### src/rtl/sram_access_arbiter_if.sv
// Purpose: bundles the VGA requester, CPU requester and SRAM port signals of
//          sram_access_arbiter into one interface.
// Modports:
//   slave  - arbiter view: request inputs in, acks/rdata/SRAM strobes/owner out
//   master - environment view (requesters and SRAM model), directions mirrored
interface sram_access_arbiter_if #(
  parameter int ADDR_W = 32,
  parameter int DATA_W = 32
);
  logic              vga_req;
  logic [ADDR_W-1:0] vga_addr;
  logic [3:0]        vga_byte_sel;
  logic              vga_ack;
  logic [DATA_W-1:0] vga_rdata;

  logic              cpu_req;
  logic              cpu_wen;
  logic [ADDR_W-1:0] cpu_addr;
  logic [DATA_W-1:0] cpu_wdata;
  logic [3:0]        cpu_byte_sel;
  logic              cpu_ack;
  logic [DATA_W-1:0] cpu_rdata;

  logic [ADDR_W-1:0] sram_addr;
  logic [3:0]        sram_byte_sel;
  logic [DATA_W-1:0] sram_wdata;
  logic              sram_ren;
  logic              sram_wen;
  logic [DATA_W-1:0] sram_rdata;
  logic              sram_busy;

  logic [1:0]        owner;

  modport slave (
    input  vga_req, vga_addr, vga_byte_sel,
    output vga_ack, vga_rdata,
    input  cpu_req, cpu_wen, cpu_addr, cpu_wdata, cpu_byte_sel,
    output cpu_ack, cpu_rdata,
    output sram_addr, sram_byte_sel, sram_wdata, sram_ren, sram_wen,
    input  sram_rdata, sram_busy,
    output owner
  );

  modport master (
    output vga_req, vga_addr, vga_byte_sel,
    input  vga_ack, vga_rdata,
    output cpu_req, cpu_wen, cpu_addr, cpu_wdata, cpu_byte_sel,
    input  cpu_ack, cpu_rdata,
    input  sram_addr, sram_byte_sel, sram_wdata, sram_ren, sram_wen,
    output sram_rdata, sram_busy,
    input  owner
  );
endinterface

### src/rtl/sram_access_arbiter.sv
// Purpose: shares one SRAM port between the VGA framebuffer fetch and the CPU
//          load/store path. VGA has priority; a starvation counter forces a CPU
//          grant after STARVE_LIMIT consecutive VGA grants with the CPU waiting.
//          Each access walks IDLE -> ACC -> ACK and ends with a 1-cycle ack.
// Ports:
//   clk  - system clock, posedge
//   rst  - synchronous active-high reset
//   bus  - sram_access_arbiter_if.slave: VGA/CPU request+ack+rdata, SRAM
//          address/data/strobes, SRAM rdata/busy, owner (00 none, 01 VGA, 10 CPU)
module sram_access_arbiter #(
  parameter int ADDR_W       = 32,
  parameter int DATA_W       = 32,
  parameter int STARVE_LIMIT = 4
) (
  input  logic                  clk,
  input  logic                  rst,
  sram_access_arbiter_if.slave  bus
);
  typedef enum logic [1:0] {S_IDLE, S_ACC, S_ACK} state_t;

  localparam logic [1:0] OWN_NONE = 2'b00;
  localparam logic [1:0] OWN_VGA  = 2'b01;
  localparam logic [1:0] OWN_CPU  = 2'b10;
  localparam int         CW       = $clog2(STARVE_LIMIT + 1);
  localparam logic [CW-1:0] W_LIMIT = CW'(STARVE_LIMIT);

  state_t            r_state, w_next;
  logic [1:0]        r_owner;
  logic [ADDR_W-1:0] r_addr;
  logic [3:0]        r_sel;
  logic [DATA_W-1:0] r_wdata;
  logic              r_wen;
  logic [DATA_W-1:0] r_vga_rdata, r_cpu_rdata;
  logic [CW-1:0]     r_starve;

  logic w_req_any, w_cpu_win;

  assign w_req_any = bus.vga_req | bus.cpu_req;
  // VGA wins by default; CPU only when alone or once the starve limit is hit.
  assign w_cpu_win = bus.cpu_req & (~bus.vga_req | (r_starve == W_LIMIT));

  // State register
  always_ff @(posedge clk) begin
    if (rst) r_state <= S_IDLE;
    else     r_state <= w_next;
  end

  // Next-state logic
  always_comb begin
    w_next = r_state;
    case (r_state)
      S_IDLE:  if (w_req_any) w_next = S_ACC;
      S_ACC:   if (!bus.sram_busy) w_next = S_ACK;
      S_ACK:   w_next = S_IDLE;
      default: w_next = S_IDLE;
    endcase
  end

  // Grant latch, read-data capture and starvation counter
  always_ff @(posedge clk) begin
    if (rst) begin
      r_owner     <= OWN_NONE;
      r_addr      <= '0;
      r_sel       <= '0;
      r_wdata     <= '0;
      r_wen       <= 1'b0;
      r_vga_rdata <= '0;
      r_cpu_rdata <= '0;
      r_starve    <= '0;
    end else begin
      case (r_state)
        S_IDLE: if (w_req_any) begin
          if (w_cpu_win) begin
            r_owner <= OWN_CPU;
            r_addr  <= bus.cpu_addr;
            r_sel   <= bus.cpu_byte_sel;
            r_wdata <= bus.cpu_wdata;
            r_wen   <= bus.cpu_wen;
          end else begin
            r_owner <= OWN_VGA;
            r_addr  <= bus.vga_addr;
            r_sel   <= bus.vga_byte_sel;
            r_wdata <= '0;
            r_wen   <= 1'b0;
          end
        end
        S_ACC: if (!bus.sram_busy && !r_wen) begin
          if (r_owner == OWN_CPU) r_cpu_rdata <= bus.sram_rdata;
          else                    r_vga_rdata <= bus.sram_rdata;
        end
        S_ACK:   r_owner <= OWN_NONE;
        default: ;
      endcase

      // Counts VGA grants taken while the CPU is waiting; saturating.
      if (!bus.cpu_req)
        r_starve <= '0;
      else if (r_state == S_IDLE && w_req_any) begin
        if (w_cpu_win)               r_starve <= '0;
        else if (r_starve != W_LIMIT) r_starve <= r_starve + CW'(1);
      end
    end
  end

  // Outputs: SRAM side only driven in ACC, acks only in ACK
  always_comb begin
    bus.sram_addr     = '0;
    bus.sram_byte_sel = '0;
    bus.sram_wdata    = '0;
    bus.sram_ren      = 1'b0;
    bus.sram_wen      = 1'b0;
    bus.vga_ack       = 1'b0;
    bus.cpu_ack       = 1'b0;
    case (r_state)
      S_ACC: begin
        bus.sram_addr     = r_addr;
        bus.sram_byte_sel = r_sel;
        bus.sram_wdata    = r_wdata;
        bus.sram_ren      = ~r_wen;
        bus.sram_wen      = r_wen;
      end
      S_ACK: begin
        bus.vga_ack = (r_owner == OWN_VGA);
        bus.cpu_ack = (r_owner == OWN_CPU);
      end
      default: ;
    endcase
  end

  assign bus.owner     = r_owner;
  assign bus.vga_rdata = r_vga_rdata;
  assign bus.cpu_rdata = r_cpu_rdata;
endmodule

### src/flat_wrapper.sv
// flat-port wrapper written by rule: the top's interface ports become plain ports
module sram_access_arbiter_flat 
#(
  parameter int ADDR_W       = 32,
  parameter int DATA_W       = 32,
  parameter int STARVE_LIMIT = 4
)
  (clk, rst, bus_vga_req, bus_vga_addr, bus_vga_byte_sel, bus_vga_ack, bus_vga_rdata, bus_cpu_req, bus_cpu_wen, bus_cpu_addr, bus_cpu_wdata, bus_cpu_byte_sel, bus_cpu_ack, bus_cpu_rdata, bus_sram_addr, bus_sram_byte_sel, bus_sram_wdata, bus_sram_ren, bus_sram_wen, bus_sram_rdata, bus_sram_busy, bus_owner);
  sram_access_arbiter_if #(.ADDR_W(ADDR_W), .DATA_W(DATA_W)) bus_i ();
  input  logic clk;
  input  logic rst;
  input wire logic [$bits(bus_i.vga_req)-1:0] bus_vga_req;
  input wire logic [$bits(bus_i.vga_addr)-1:0] bus_vga_addr;
  input wire logic [$bits(bus_i.vga_byte_sel)-1:0] bus_vga_byte_sel;
  output wire logic [$bits(bus_i.vga_ack)-1:0] bus_vga_ack;
  output wire logic [$bits(bus_i.vga_rdata)-1:0] bus_vga_rdata;
  input wire logic [$bits(bus_i.cpu_req)-1:0] bus_cpu_req;
  input wire logic [$bits(bus_i.cpu_wen)-1:0] bus_cpu_wen;
  input wire logic [$bits(bus_i.cpu_addr)-1:0] bus_cpu_addr;
  input wire logic [$bits(bus_i.cpu_wdata)-1:0] bus_cpu_wdata;
  input wire logic [$bits(bus_i.cpu_byte_sel)-1:0] bus_cpu_byte_sel;
  output wire logic [$bits(bus_i.cpu_ack)-1:0] bus_cpu_ack;
  output wire logic [$bits(bus_i.cpu_rdata)-1:0] bus_cpu_rdata;
  output wire logic [$bits(bus_i.sram_addr)-1:0] bus_sram_addr;
  output wire logic [$bits(bus_i.sram_byte_sel)-1:0] bus_sram_byte_sel;
  output wire logic [$bits(bus_i.sram_wdata)-1:0] bus_sram_wdata;
  output wire logic [$bits(bus_i.sram_ren)-1:0] bus_sram_ren;
  output wire logic [$bits(bus_i.sram_wen)-1:0] bus_sram_wen;
  input wire logic [$bits(bus_i.sram_rdata)-1:0] bus_sram_rdata;
  input wire logic [$bits(bus_i.sram_busy)-1:0] bus_sram_busy;
  output wire logic [$bits(bus_i.owner)-1:0] bus_owner;
  assign bus_i.vga_req = bus_vga_req;
  assign bus_i.vga_addr = bus_vga_addr;
  assign bus_i.vga_byte_sel = bus_vga_byte_sel;
  assign bus_vga_ack = bus_i.vga_ack;
  assign bus_vga_rdata = bus_i.vga_rdata;
  assign bus_i.cpu_req = bus_cpu_req;
  assign bus_i.cpu_wen = bus_cpu_wen;
  assign bus_i.cpu_addr = bus_cpu_addr;
  assign bus_i.cpu_wdata = bus_cpu_wdata;
  assign bus_i.cpu_byte_sel = bus_cpu_byte_sel;
  assign bus_cpu_ack = bus_i.cpu_ack;
  assign bus_cpu_rdata = bus_i.cpu_rdata;
  assign bus_sram_addr = bus_i.sram_addr;
  assign bus_sram_byte_sel = bus_i.sram_byte_sel;
  assign bus_sram_wdata = bus_i.sram_wdata;
  assign bus_sram_ren = bus_i.sram_ren;
  assign bus_sram_wen = bus_i.sram_wen;
  assign bus_i.sram_rdata = bus_sram_rdata;
  assign bus_i.sram_busy = bus_sram_busy;
  assign bus_owner = bus_i.owner;
  sram_access_arbiter #(.ADDR_W(ADDR_W), .DATA_W(DATA_W), .STARVE_LIMIT(STARVE_LIMIT)) u_core (.clk(clk), .rst(rst), .bus(bus_i));
endmodule
### config.mk
export PLATFORM = sky130hd
export DESIGN_NAME = sram_access_arbiter_flat
export DESIGN_NICKNAME = d
export VERILOG_FILES = /design/src/rtl/sram_access_arbiter_if.sv /design/src/rtl/sram_access_arbiter.sv /design/src/flat_wrapper.sv
export SDC_FILE = /design/constraint.sdc
export NUM_CORES = 1
export LEC_CHECK = 0
export ABC_CLOCK_PERIOD_IN_PS = 2290
export BUFFER_PORTS_ARGS = -buffer_cell sky130_fd_sc_hd__buf_2
export CORE_ASPECT_RATIO = 1.1
export CORE_MARGIN = 4
export CORE_UTILIZATION = 51
export DETAILED_ROUTE_END_ITERATION = 7
export PLACE_DENSITY = 0.95
export SLEW_MARGIN = 20
export SYNTH_ARGS = -nofsm -noshare
export SYNTH_HDL_FRONTEND = slang
export SYNTH_SLANG_ARGS = --single-unit
export TNS_END_PERCENT = 5
### constraint.sdc
create_clock -name clk -period 2.29 [get_ports clk]
set_input_delay 0.458 -clock clk [delete_from_list [all_inputs] [get_ports clk]]
set_output_delay 0.458 -clock clk [all_outputs]
set_load 0.01 [all_outputs]
-- Word level (Yosys, flattened, before mapping)
Cells that the tools add are included.
- add/sub/neg operators: 1
- eq/ne operators: 8
- multiplexer cells: 19
- bitwise gates (word level): 7
- reduce and logical (&&, ||, !) cells: 14
- operator list (kind ; number):
    $mux 32 ; 4
    $mux 2 ; 4
    $mux 4 ; 2
    $pmux 2 s2 ; 2
    $reduce_and 2->1 ; 4
    $mux 3 ; 2
    $reduce_and 3->1 ; 2
    $mux 1 ; 5
    $eq 2x1->1 const B ; 2
    $eq 2x2->1 const B ; 2
    $not 1->1 ; 4
    $reduce_bool 2->1 ; 2
    $add 3x1->3 const B ; 1
    $eq 3x3->1 const B ; 1
    $ne 3x3->1 const B ; 1
    $logic_and 1x1->1 ; 2
    $logic_not 1->1 ; 2
    $logic_not 2->1 ; 1
    $ne 2x1->1 const B ; 1
    $ne 2x2->1 const B ; 1
    $or 1x1->1 ; 2
    $reduce_or 2->1 ; 1
    $and 1x1->1 ; 1
- register bits after elaboration: 140
- output and inout port bits: 138

-- Logic depth before layout (Yosys ltp)
Gate-level depths: netlist of the first run.
- word-level depth: 6
- mapped depth: 7
- depth with buffers taken out: 5

-- Worst setup path after synthesis of the first run
Ideal clock, no wire load.
- path type: register to output
- from: register u_core.r_state[0]
- to: output bus_sram_addr[31]
- arrival: 1.135 ns
- required time: 1.832 ns
- setup slack: 0.697 ns
- cell stages (with the launch flop): 4
- cells stage by stage: dfxtp_1 > nor2b_1 > clkbuf_1 > and2_1
- cells in the longest elaborated chain, start to end: 2
- RTL lines (item ; RTL line ; RTL):
    start: declaration ; sram_access_arbiter.sv:27 ; state_t r_state, w_next;
    start signal: assignment ; sram_access_arbiter.sv:45 ; else r_state <= w_next;
    $eq 2x1->1 ; sram_access_arbiter.sv:114 ; case (r_state)
    $mux 32 ; sram_access_arbiter.sv:114 ;
    end: declaration ; flat_wrapper.sv:24 ; output wire logic [$bits(bus_i.sram_addr)-1:0] bus_sram_addr;
No other way between the ends.

-- Worst setup path after layout of the first run
- from: register u_core.r_state[0]
- to: output bus_sram_wdata[10]
- cells in the longest elaborated chain, start to end: 2
- RTL lines (item ; RTL line ; RTL):
    $eq 2x1->1 ; sram_access_arbiter.sv:114 ;
    $mux 32 ; sram_access_arbiter.sv:114 ;
    end: declaration ; flat_wrapper.sv:26 ; output wire logic [$bits(bus_i.sram_wdata)-1:0] bus_sram_wdata;
No other way between the ends.

==> results of run 1 <==
[flip-flops by register name, indices dropped and copies added, names as in the netlist]
name                  count
u_core.bus.vga_rdata     32
u_core.bus.owner          2
u_core.r_wen              1
u_core.bus.cpu_rdata     32
u_core.r_addr            32
u_core.r_starve           3
u_core.r_state            2
u_core.r_wdata           32
u_core.r_sel              4
[final timing paths]
path                                             start                                    end  depth (start not counted)
setup / recovery        u_core.r_state[0]$_SDFFE_PP0P_                     bus_sram_wdata[10]                          4
hold / removal                           bus_sram_busy         u_core.r_state[1]$_SDFFE_PP0P_                          2
setup reg to reg        u_core.r_state[0]$_SDFFE_PP0P_  u_core.bus.vga_rdata[10]$_SDFFE_PP0P_                          4
hold reg to reg   u_core.bus.vga_rdata[0]$_SDFFE_PP0P_   u_core.bus.vga_rdata[0]$_SDFFE_PP0P_                          2
[logic make-up (layout without fill, tap and decap cells)]
group,after synthesis,after routing,synth area share [%]
AO/OA/AOI/OAI,276,276,24.2
AND/OR/NAND/NOR,264,264,23.2
buffers and inverters,91,329,6.85
flip-flops,140,140,45.3
adder cells (fa/ha/maj),2,2,0.404
other,0,3,0
[metal layers]
| metal | up-vias | routed length (um) | part of all wire, % |
|---|---|---|---|
| li1 | 3224 | - | - |
| met5 | - | 35 | 0.18 |
| met4 | 8 | 553 | 2.8 |
| met3 | 56 | 2120 | 11 |
| met2 | 362 | 9390 | 48 |
| met1 | 3164 | 7530 | 38 |
[through the flow]
step | std cells | utilization, % | cell area (um^2) | hold WS (ns)
finish | 1164 | 70.7 | 8260 | 0.259
global route | 1164 | 70.7 | 8260 | 0.260
CTS | 1161 | 70.6 | 8260 | 0.241
detailed placement | 1129 | 65.4 | 7650 | 0.451
global placement | 1129 | 65.4 | 7650 | 0.446
floorplan | 773 | - | 6190 | 0.449
[power groups by stage]
stage	Combinational [mW]	Sequential, mW	Clock [mW]
floorplan	0.473	2.66	0
global placement	0.805	2.65	0
CTS	0.820	2.61	2.83
global route	0.906	2.62	2.94
finish	0.826	2.61	2.79
detailed placement	0.815	2.66	0
[repair_timing]
| action | 4_1_cts | 5_1_grt |
|---|---|---|
| endpoints found under the setup margin | 0 | 1 |
| endpoints found under the hold margin | 0 | 0 |
| gates resized for setup | 0 | 1 |
[layout by cell type, fill, tap and decap left out, drive strengths merged, types with 2 or more instances in the layout]
cell type and count:
inv 4, nand2 4, buf 294, nand2b 3
clkinv 6, nor2b 2, clkinvlp 2, a21oi 102
dfxtp 140, clkbuf 20, a31oi 36, nand3 170
o211ai 2, and2 69, o21ai 134, diode 3
nor3b 4, nor2 4, bufinv 3, or3 2
ha 2
[layout make-up]
type,instances,area [um^2]
antenna,3,7.51
clock buffer,20,457
clock inverter,12,144
fill,867,3430
inverter,3,11.3
multi-input combinational,542,3000
sequential,140,2800
tap,150,188
timing repair buffer,294,1650
==> results.yml, run 1 <==
floorplanning:
  core_area_um2: 11700
  die_h_um: 124
  die_x_um: 113
  io_pins: 280
  start_util_pct: 52.9
  num_rows: 41
  dieArea_um2: 14000
detailed_routing:
  vias: 6814
  avgRoutedWirePerCell_um: 16.9
  drtIter0Drc: 852
  antenna_left: 0
  drt_first_pass_iters: 6
  routed_wl_um: 19600
  avgViaCountPerCell: 5.85
  route.detailed.drc: 0
pwr:
  total_power_mw: 6.22
  switching_share_pct: 25.5
  vdd.ir_drop.worst_v: 0.000581
  power_density_nw_per_um2: 753
  pwr-share-comb_pct: 13.3
  clkPwrFrac_pct: 44.8
  internal_power_mw: 4.64
  seqPwrFrac_pct: 41.9
  p_sw_mw: 1.59
  p_leak_nw: 3.54
cts:
  htree_levels: 4
  cts_hold_buf: 0
  cts-root-buf: "clkbuf_16"
  clock-sinks: 140
  clk_pin_slew_worst_paths_ns: 0.06
  cts_buffer_depth: 2
  post_cts_buffers: 0
  clkLatencyLatePin_ns: 0.42
  cts_tree: "built"
  cts_buffers: 17
grt:
  grt_pass1_wl_um: 30600
  grt_pass1_vias: 6141
  grt_overflow: 0
  met3_usage_pct: 9.94
  grt.total_usage_pct: 27.0
  antenna_found_initial: 6
  grt.met1_usage_pct: 34.2
  use_met2_pct: 41.1
  grt-busiest-layer: "met2"
  grt_max_degree: 75
yosys:
  netlist_instances: 773
  syn-num-nets: 917
  ys_seq_area_share_pct: 45.3
  synth_top_area_cell: "dfxtp_1"
  yosysWarnings: 0
  synth_edf_count: 0
  async_reset_ff_share_pct: 0
  synth_area_leaders: "dfxtp_1, nand3_1, a21oi_1"
  synthTopCellsByCount: "nand3_1, dfxtp_1, a21oi_1, o21ai_0, and2_1"
  syn_area_um2: 6190
  synth.most_common_cell: "nand3_1"
  synth_top_area_share_pct: 45.3
  synth-seq-cells: 140
  yosys_most_used_dff: "dfxtp_1"
  synth_cell_type_count: 31
  postSynthAreaPerCell_um2: 8.01
layout:
  nets: 1142
  drive_above_1_share_pct: 34.8
  syn2layout_area_growth_pct: 33.5
sta:
  rsz0062_at_grt: "no"
  maxSlewViolCount: 0
  setup_violations: 0
  finalHoldViolCount: 0
  slew_headroom_pct: 54.8
  worst_slack_ns: 0.120
  setup-tns-final_ns: 0
  achievable-frequency_mhz: 461
  fin_crit_ns: 2.17
  worst_slew_pin_slew_ns: 0.677
  finalClockSkew_ns: 0.00959
  finalCritPeriodShare_pct: 94.8
critical_path:
  setup.worst_path.end_class: "primary output"
  cp.arrival_ns: 1.71
  critPathKind: "reg2out"
  crit_path_top_delay_cell: "dfxtp_1"
  crit_family: "flip-flops"
  required_ns: 1.83
  path_cells: "nor2b_4 -> buf_12 -> and2_1 -> buf_2"
  r2r_slack_ns: 0.47
  critPathMaxFanout: 52
  slowest_delay_ns: 0.49
  cp_num_buf_inv: 2
  cp-start-kind: "register"
placement:
  routabilityCongestion: 0.849
  io_buffer_count: 279
  hpwlAfterDp_um: 12900
  pre_cts_ws_ns: 0.394
outcome:
  status: "complete, no violations"
worst_hold_path:
  min_path_type: "in2reg"
flow_run:
  cap_violations: 0
No activity file was read; power rests on OpenSTA's default activity.
==> run 2, diff against run 1 <==
- PLACE_DENSITY: 0.95 -> 0.85
- SLEW_MARGIN: 20 -> 30
==> run 2 against run 1 <==
Core utilization hardly changed; non-clock buffer count is 4 higher; first-iteration DRC count is 8.6% lower; global-route usage is 0.67 points higher; cell count is 0.17% higher; sequential cell count stayed put; sequential power hardly changed; clock skew is 0.0031 ns lower; largest cell class unchanged.
==> results.yml, run 2 (same netlist as run 1, synthesis figures left out) <==
detailed_routing:
  routed_wl_um: 19600
  met2_length_um: 9510
  route.detailed.drc: 0
  drt_first_pass_iters: 5
  wl_met3_um: 1950
  avgViaCountPerCell: 5.77
  vias: 6729
  antenna_left: 0
  top_layer: "met5"
  met1_length_um: 7560
  avgRoutedWirePerCell_um: 16.8
  drtIter0Drc: 779
layout:
  layout_common_cells: "buf_2, nand3_1, dfxtp_1"
  design_area_um2: 8260
  drive_above_1_share_pct: 35.1
  nets: 1146
  syn2layout_area_growth_pct: 33.5
  layout.cells.non_filler: 1166
  layout_commonest_cell: "buf_2"
pwr:
  p_sw_mw: 1.58
  internal_power_mw: 4.74
  power_density_nw_per_um2: 765
  clkPwrFrac_pct: 45.8
  switching_share_pct: 25.0
  vdd.ir_drop.worst_v: 0.000674
  seqPwrFrac_pct: 41.2
  p_leak_nw: 3.56
  pwr-share-comb_pct: 13.0
critical_path:
  setup.worst_path.end_class: "primary output"
  cp.arrival_ns: 1.65
  cp-start-kind: "register"
  required_ns: 1.83
  critPathMaxFanout: 8
  startpoint: "u_core.r_state[1]$_SDFFE_PP0P_"
  r2r-end: "u_core.bus.vga_rdata[9]$_SDFFE_PP0P_"
  crit_end: "bus_vga_ack"
  worstReg2RegStart: "u_core.r_state[1]$_SDFFE_PP0P_"
  critPathKind: "reg2out"
  r2r_slack_ns: 0.36
  worstRegToRegCells: 4
placement:
  hpwlAfterDp_um: 13200
  io_buffer_count: 279
  routabilityCongestion: 0.842
  place_area_um2: 7630
  place_inst: 1133
floorplanning:
  dieArea_um2: 14000
  start_util_pct: 52.9
  die_x_um: 113
  io_pins: 280
  core_area_um2: 11700
  num_rows: 41
  die_h_um: 124
sta:
  slew_headroom_pct: 65.9
  setup_violations: 0
  finalHoldViolCount: 0
  fin_crit_ns: 2.11
  rsz0062_at_grt: "no"
  setup-tns-final_ns: 0
  finalCritPeriodShare_pct: 92.3
  achievable-frequency_mhz: 473
  finalClockSkew_ns: 0.00651
  worst_slew_pin_slew_ns: 0.512
  maxSlewViolCount: 0
flow_run:
  cap_violations: 0
grt:
  grt_max_degree: 72
  grt.total_usage_pct: 27.7
  antenna_found_initial: 2
  grt_overflow: 0
  grt_pass1_vias: 6201
  grt_pass1_wl_um: 31000
cts:
  post_cts_buffers: 0
  clock-sinks: 140
  cts_tree: "built"
  cts_hold_buf: 0
  clk_pin_slew_worst_paths_ns: 0.05
  cts_buffer_depth: 2
  cts_buffers: 17
  htree_levels: 4
  clkLatencyLatePin_ns: 0.42
  cts-root-buf: "clkbuf_16"
  cts-resized-gates: 0
outcome:
  status: "complete, no violations"
worst_hold_path:
  min_path_type: "in2reg"
  hold_depth: 2
## run 2: per-stage QoR
stage                     hold WS, ns  setup slack [ns]  utilization (%)  power, mW
after floorplan                 0.449             0.697                -       3.13
after global placement          0.446             0.398             65.3       3.46
after detailed placement        0.450             0.341             65.3       3.47
after CTS                       0.248            0.0599             70.6       6.35
after global routing            0.276             0.103             70.6       6.58
final                           0.267             0.177             70.6       6.32
## run 2: area by class of cell
class | instances | area (um^2)
Fill cell | 940 | 3430
Multi-Input combinational cell | 542 | 3000
Sequential cell | 140 | 2800
Inverter | 3 | 11.3
Clock inverter | 12 | 168
Clock buffer | 20 | 457
Antenna cell | 1 | 2.50
Tap cell | 150 | 188
Timing Repair Buffer | 298 | 1630
## run 2: worst min path at each step
stage | slack [ns] | end | from
2_1_floorplan | 0.45 | u_core.r_starve[1]$_SDFFE_PP0P_ | u_core.r_starve[1]$_SDFFE_PP0P_
3_3_place_gp | 0.45 | u_core.bus.cpu_rdata[9]$_SDFFE_PP0P_ | u_core.bus.cpu_rdata[9]$_SDFFE_PP0P_
3_5_place_dp | 0.45 | u_core.bus.vga_rdata[11]$_SDFFE_PP0P_ | u_core.bus.vga_rdata[11]$_SDFFE_PP0P_
4_1_cts | 0.25 | u_core.r_state[1]$_SDFFE_PP0P_ | bus_sram_busy
5_1_grt | 0.28 | u_core.r_wdata[15]$_SDFFE_PP0P_ | bus_cpu_wdata[15]
6_report | 0.27 | u_core.r_state[1]$_SDFFE_PP0P_ | bus_sram_busy
## run 2: power by group through the flow
stage                     clock, mW  sequential (mW)  combinational, mW
after floorplan                   0             2.66              0.473
after global placement            0             2.65              0.808
after detailed placement          0             2.66              0.814
after CTS                      2.93             2.60              0.820
after global routing           3.05             2.62              0.905
final                          2.89             2.60              0.820
## run 2: critical path, stage by stage (launching register included)
cell and delay (ns):
dfxtp_1 0.54, or2b_1 0.32, nor3b_1 0.20, buf_2 0.18
## run 2: layer usage
| layer | global-route usage [%] | vias up |
|---|---|---|
| li1 | - | 3222 |
| met1 | 34.3 | 3133 |
| met2 | 43.6 | 326 |
| met3 | 9.50 | 46 |
| met4 | 12.6 | 2 |
| met5 | 0 | - |
